File: config.mk
export PLATFORM = sky130hd
export DESIGN_NAME = ps2_key_decoder_flat
export DESIGN_NICKNAME = d
export VERILOG_FILES = /design/src/rtl/ps2_key_decoder_if.sv /design/src/rtl/ps2_key_decoder.sv /design/src/flat_wrapper.sv
export SDC_FILE = /design/constraint.sdc
export NUM_CORES = 1
export LEC_CHECK = 0
export CAP_MARGIN = 15
export CORE_UTILIZATION = 57
export DETAILED_ROUTE_END_ITERATION = 10
export GPL_ROUTABILITY_DRIVEN = 0
export PLACE_DENSITY = 0.79
export SYNTH_ARGS = -nofsm -noshare
export SYNTH_HDL_FRONTEND = slang
export SYNTH_SLANG_ARGS = --single-unit
export TNS_END_PERCENT = 30
File: constraint.sdc
create_clock -name clk -period 1.85 [get_ports clk]
set_input_delay 0.2775 -clock clk [delete_from_list [all_inputs] [get_ports clk]]
set_output_delay 0.2775 -clock clk [all_outputs]
set_load 0.05 [all_outputs]
File: src/rtl/ps2_key_decoder_if.sv
// PS/2 key decoder bus: raw PS/2 lines in,
// held-key vectors and byte stream out.
interface ps2_key_decoder_if;
  logic       ps2_clk;
  logic       ps2_data;
  logic [3:0] wsad_down;
  logic [3:0] arrow_down;
  logic [7:0] scan_byte;
  logic       byte_valid;
  logic       frame_err;

  modport master (
    output ps2_clk,
    output ps2_data,
    input  wsad_down,
    input  arrow_down,
    input  scan_byte,
    input  byte_valid,
    input  frame_err
  );

  modport slave (
    input  ps2_clk,
    input  ps2_data,
    output wsad_down,
    output arrow_down,
    output scan_byte,
    output byte_valid,
    output frame_err
  );
endinterface

File: src/rtl/ps2_key_decoder.sv
// PS/2 keyboard receiver and WASD/arrow held-key
// decoder for the two-player movers.
module ps2_key_decoder #(
  parameter int unsigned TIMEOUT_CYCLES = 50000
) (
  input logic               clk,
  input logic               rst_n,
  ps2_key_decoder_if.slave  bus
);

  typedef enum logic [1:0] {
    IDLE,
    EXT,
    BRK,
    EXT_BRK
  } pfx_t;

  localparam logic [16:0] TO_LAST =
    17'(TIMEOUT_CYCLES - 1);

  logic [1:0]  clk_sync;
  logic [1:0]  dat_sync;
  logic        clk_prev;
  logic [10:0] shift_q;
  logic [3:0]  bit_cnt;
  logic [16:0] to_cnt;
  logic [7:0]  scan_q;
  logic        bv_q;
  logic        fe_q;
  pfx_t        state;
  logic [3:0]  wsad_q;
  logic [3:0]  arrow_q;

  logic        fall;
  logic [10:0] frame;
  logic        frame_ok;
  logic        make;
  logic        ext;

  assign fall     = clk_prev & ~clk_sync[1];
  assign frame    = {dat_sync[1], shift_q[10:1]};
  assign frame_ok = ~frame[0] & frame[10]
                  & (^frame[9:1]);
  assign make     = (state == IDLE) ||
                    (state == EXT);
  assign ext      = (state == EXT) ||
                    (state == EXT_BRK);

  // two-flop synchronizers plus edge history
  always_ff @(posedge clk) begin
    if (!rst_n) begin
      clk_sync <= 2'b11;
      dat_sync <= 2'b11;
      clk_prev <= 1'b1;
    end else begin
      clk_sync <= {clk_sync[0], bus.ps2_clk};
      dat_sync <= {dat_sync[0], bus.ps2_data};
      clk_prev <= clk_sync[1];
    end
  end

  // frame shifter, checker and idle timeout
  always_ff @(posedge clk) begin
    if (!rst_n) begin
      shift_q <= '0;
      bit_cnt <= '0;
      to_cnt  <= '0;
      scan_q  <= '0;
      bv_q    <= 1'b0;
      fe_q    <= 1'b0;
    end else begin
      bv_q <= 1'b0;
      fe_q <= 1'b0;
      if (fall) begin
        shift_q <= frame;
        to_cnt  <= '0;
        if (bit_cnt == 4'd10) begin
          bit_cnt <= '0;
          if (frame_ok) begin
            scan_q <= frame[8:1];
            bv_q   <= 1'b1;
          end else begin
            fe_q <= 1'b1;
          end
        end else begin
          bit_cnt <= bit_cnt + 4'd1;
        end
      end else if (bit_cnt == 4'd0) begin
        to_cnt <= '0;
      end else if (to_cnt == TO_LAST) begin
        to_cnt  <= '0;
        bit_cnt <= '0;
        fe_q    <= 1'b1;
      end else begin
        to_cnt <= to_cnt + 17'd1;
      end
    end
  end

  // prefix FSM and held-key bits
  always_ff @(posedge clk) begin
    if (!rst_n) begin
      state   <= IDLE;
      wsad_q  <= '0;
      arrow_q <= '0;
    end else if (bv_q) begin
      unique case (scan_q)
        8'hE0: state <= EXT;
        8'hF0: state <= ext ? EXT_BRK : BRK;
        default: begin
          state <= IDLE;
          if (!ext) begin
            unique case (scan_q)
              8'h1D:   wsad_q[0] <= make;
              8'h1C:   wsad_q[1] <= make;
              8'h1B:   wsad_q[2] <= make;
              8'h23:   wsad_q[3] <= make;
              default: ;
            endcase
          end else begin
            unique case (scan_q)
              8'h75:   arrow_q[0] <= make;
              8'h6B:   arrow_q[1] <= make;
              8'h72:   arrow_q[2] <= make;
              8'h74:   arrow_q[3] <= make;
              default: ;
            endcase
          end
        end
      endcase
    end
  end

  assign bus.wsad_down  = wsad_q;
  assign bus.arrow_down = arrow_q;
  assign bus.scan_byte  = scan_q;
  assign bus.byte_valid = bv_q;
  assign bus.frame_err  = fe_q;

endmodule

File: src/flat_wrapper.sv
// flat-port wrapper written by rule: the top's interface ports become plain ports
module ps2_key_decoder_flat 
#(
  parameter int unsigned TIMEOUT_CYCLES = 50000
)
  (clk, rst_n, bus_ps2_clk, bus_ps2_data, bus_wsad_down, bus_arrow_down, bus_scan_byte, bus_byte_valid, bus_frame_err);
  ps2_key_decoder_if bus_i ();
  input logic clk;
  input logic rst_n;
  input wire logic [$bits(bus_i.ps2_clk)-1:0] bus_ps2_clk;
  input wire logic [$bits(bus_i.ps2_data)-1:0] bus_ps2_data;
  output wire logic [$bits(bus_i.wsad_down)-1:0] bus_wsad_down;
  output wire logic [$bits(bus_i.arrow_down)-1:0] bus_arrow_down;
  output wire logic [$bits(bus_i.scan_byte)-1:0] bus_scan_byte;
  output wire logic [$bits(bus_i.byte_valid)-1:0] bus_byte_valid;
  output wire logic [$bits(bus_i.frame_err)-1:0] bus_frame_err;
  assign bus_i.ps2_clk = bus_ps2_clk;
  assign bus_i.ps2_data = bus_ps2_data;
  assign bus_wsad_down = bus_i.wsad_down;
  assign bus_arrow_down = bus_i.arrow_down;
  assign bus_scan_byte = bus_i.scan_byte;
  assign bus_byte_valid = bus_i.byte_valid;
  assign bus_frame_err = bus_i.frame_err;
  ps2_key_decoder #(.TIMEOUT_CYCLES(TIMEOUT_CYCLES)) u_core (.clk(clk), .rst_n(rst_n), .bus(bus_i));
endmodule
==> flow_summary.yaml <==
clocking:
  cts.sinks: 56
  clock_latency_ps: 310
  cts_buffers: 5
  cts_root_buf: "clkbuf_8"
  cts_buffer_depth: 2
  clk_pin_slew_worst_paths_ps: 90
  h-tree-depth: 2
  cts_hold_buf: 0
  cts_tree: "done"
critical_path:
  cp.arrival_ps: 1480
  cp.required_ps: 1570
  crit_path_end_kind: "output port"
  cp_slowest_stage_delay_ps: 820
  cp_slowest_cell: "clkdlybuf4s50_1"
  critPathBufInv: 1
  cp_top_family: "buffers and inverters"
  startpoint_type: "flip-flop"
  path_max_fanout: 2
  path_cells: "clkdlybuf4s50_1"
  crit_type: "reg2out"
grt:
  grt_max_degree: 41
  grt_pass1_wl_mm: 8.811
  antenna_found_initial: 0
  grt_remaining_overflow: 0
  first_global_vias: 1962
  grt_usage: 0.2195
finish:
  final_cell_mix: "dfxtp_1, nand2_1, buf_4"
  drive_gt1_frac: 0.1135
  nNetsFinal: 333
  utilization: 0.6879
  final_common_cell: "dfxtp_1"
  fillers: 373
  areaGrowthSynthToFinish_pct: 14.10
  antennaDiodeCount: 0
  register_area_mm2: 0.001122
  multi_input_area_mm2: 0.001426
sta:
  hold_viol_final: 0
  layout_min_cycle_time_ps: 1756
  max_freq_ghz: 0.5696
  final_max_slew_viol_count: 0
  setup_tns_ps: 0
  whs_ps: 414.4
  fin_skew_ps: 4.867
  fin_ws_ps: 94.40
  tightest_slew_ps: 517.9
  setup_viol: 0
  maxSlewHeadroom: 0.6536
  fin_crit_sh: 0.9490
  rsz0062_at_grt: "false"
synth:
  ys_ff_latch: 56
  yosysUniqueCellTypes: 46
  synth.top_cell.area_share: 0.4213
  ys_seq_area_frac: 0.4213
  synthFlopType: "dfxtp_1"
  syn_nets: 306
  yosysWarnings: 0
  syn_avg_cell_area_um2: 8.931
  ys_top_cells_by_area: "dfxtp_1, nand2_1, mux2i_1"
  async_flop_share: 0
  synth_edf_count: 0
  syn_area_mm2: 0.002661
  synthCells: 298
  yosys.area.top_type: "dfxtp_1"
die:
  rows: 24
  initial_utilization: 0.6029
  core_region_area_mm2: 0.004414
  die_height_um: 70.33
  io_pins: 22
  dieArea_mm2: 0.004946
  die_w_um: 70.33
placed_design:
  hpwl_mm: 3.552
  port_buffers: 21
  place_ws_ps: 126.7
routing:
  met2_length_mm: 2.319
  drc: 0
  top_layer: "met4"
  drt_iter0_markers: 128
  wl_met3_um: 209
  dr_total_vias: 2173
  met1_length_mm: 2.396
  wl_per_cell_um: 13.28
  ant_nets: 0
  drt-pass1-iter-count: 4
  viasPerCell: 5.749
  routed_wl_mm: 5.019
run:
  drv_cap: 0
power:
  p_leak_uw: 0.001056
  irDropWorstVdd_v: 0.0003564
  power-per-cell-area_mw_per_mm2: 638.2
hold_path:
  hp-class: "reg2reg"
outcome:
  status: "complete, no violations"
-- cell usage after synthesis, drive strengths merged (6+ instances only) --
master and n:
inv 10, clkbuf 7, mux2i 15, nor2 15, xor2 7, a21boi 17
nand2b 10, and2 6, buf 6, dfxtp 56, xnor2 6, nand2 52
nor4 6, nor4b 6, nand4 9, nand3 14
-- registers in the layout (all words and copies together), names as in the netlist --
name	cells
u_core.bus.arrow_down	4
u_core.shift_q	10
u_core.state	2
u_core.clk_prev	1
u_core.dat_sync	2
u_core.bus.scan_byte	8
u_core.clk_sync	2
u_core.to_cnt	17
u_core.bus.wsad_down	4
u_core.bus.byte_valid	1
u_core.bit_cnt	4
u_core.bus.frame_err	1
-- cell families after synthesis --
kind of cell / count (synthesis) / synth area share
AND/OR/NAND/NOR: 143 / 0.2793
flip-flops: 56 / 0.4213
AO/OA/AOI/OAI: 40 / 0.1067
buffers and inverters: 24 / 0.04278
XOR/XNOR: 16 / 0.07005
multiplexers: 15 / 0.06112
adder cells (fa/ha/maj): 4 / 0.01881
-- metal layers --
metal	vias up	GRT usage
li1	1093	-
met1	1026	0.2881
met2	45	0.3545
met3	9	0.04473
met4	0	0.08222
met5	-	0
-- metrics by stage --
| step | std cells | instance area (um2) | power, uW |
|---|---|---|---|
| after floorplan | 298 | 2661 | 1297 |
| after global placement | 370 | 2943 | 1314 |
| after detailed placement | 370 | 2943 | 1316 |
| after CTS | 378 | 3027 | 1969 |
| after global routing | 378 | 3037 | 2025 |
| final | 378 | 3037 | 1938 |
-- power by group --
group	switching (uW)	internal, uW	leakage, uW
clock	380	271	0.0000424
sequential	5.15	1210	0.000453
combinational	36.9	32.5	0.000561
total	422	1520	0.00106
-- worst reg2reg max path, stage by stage (launching register included) --
cell,delay (ps)
dfxtp_1,400
xnor2_1,150
xnor3_2,490
mux2i_4,210
buf_4,210
mux2i_1,200
-- final timing paths --
kind / start / slack, ps / depth (start not counted) / endpoint
setup / recovery: u_core.bus.arrow_down[1]$_SDFFE_PN0P_ / 90 / 1 / bus_arrow_down[1]
hold / removal: u_core.dat_sync[0]$_SDFF_PN1_ / 410 / 1 / u_core.dat_sync[1]$_SDFF_PN1_
setup reg to reg: u_core.shift_q[5]$_SDFFE_PN0P_ / 130 / 5 / u_core.bus.scan_byte[5]$_SDFFE_PN0P_
hold reg to reg: u_core.dat_sync[0]$_SDFF_PN1_ / 410 / 1 / u_core.dat_sync[1]$_SDFF_PN1_
-- cell type report --
cell class / instances / area share
Tap cell: 52 / 0.02143
Clock buffer: 7 / 0.02513
Timing Repair Buffer: 34 / 0.09889
Multi-Input combinational cell: 218 / 0.4697
Inverter: 10 / 0.01236
Sequential cell: 56 / 0.3696
Clock inverter: 1 / 0.002884
-- timing repair --
action / in CTS / in global routing
resized for setup: 1 / 4
setup endpoints to repair: 1 / 22
pin swaps: 0 / 1
buffers inserted: 0 / 0
(Power assumes the default switching activity.)
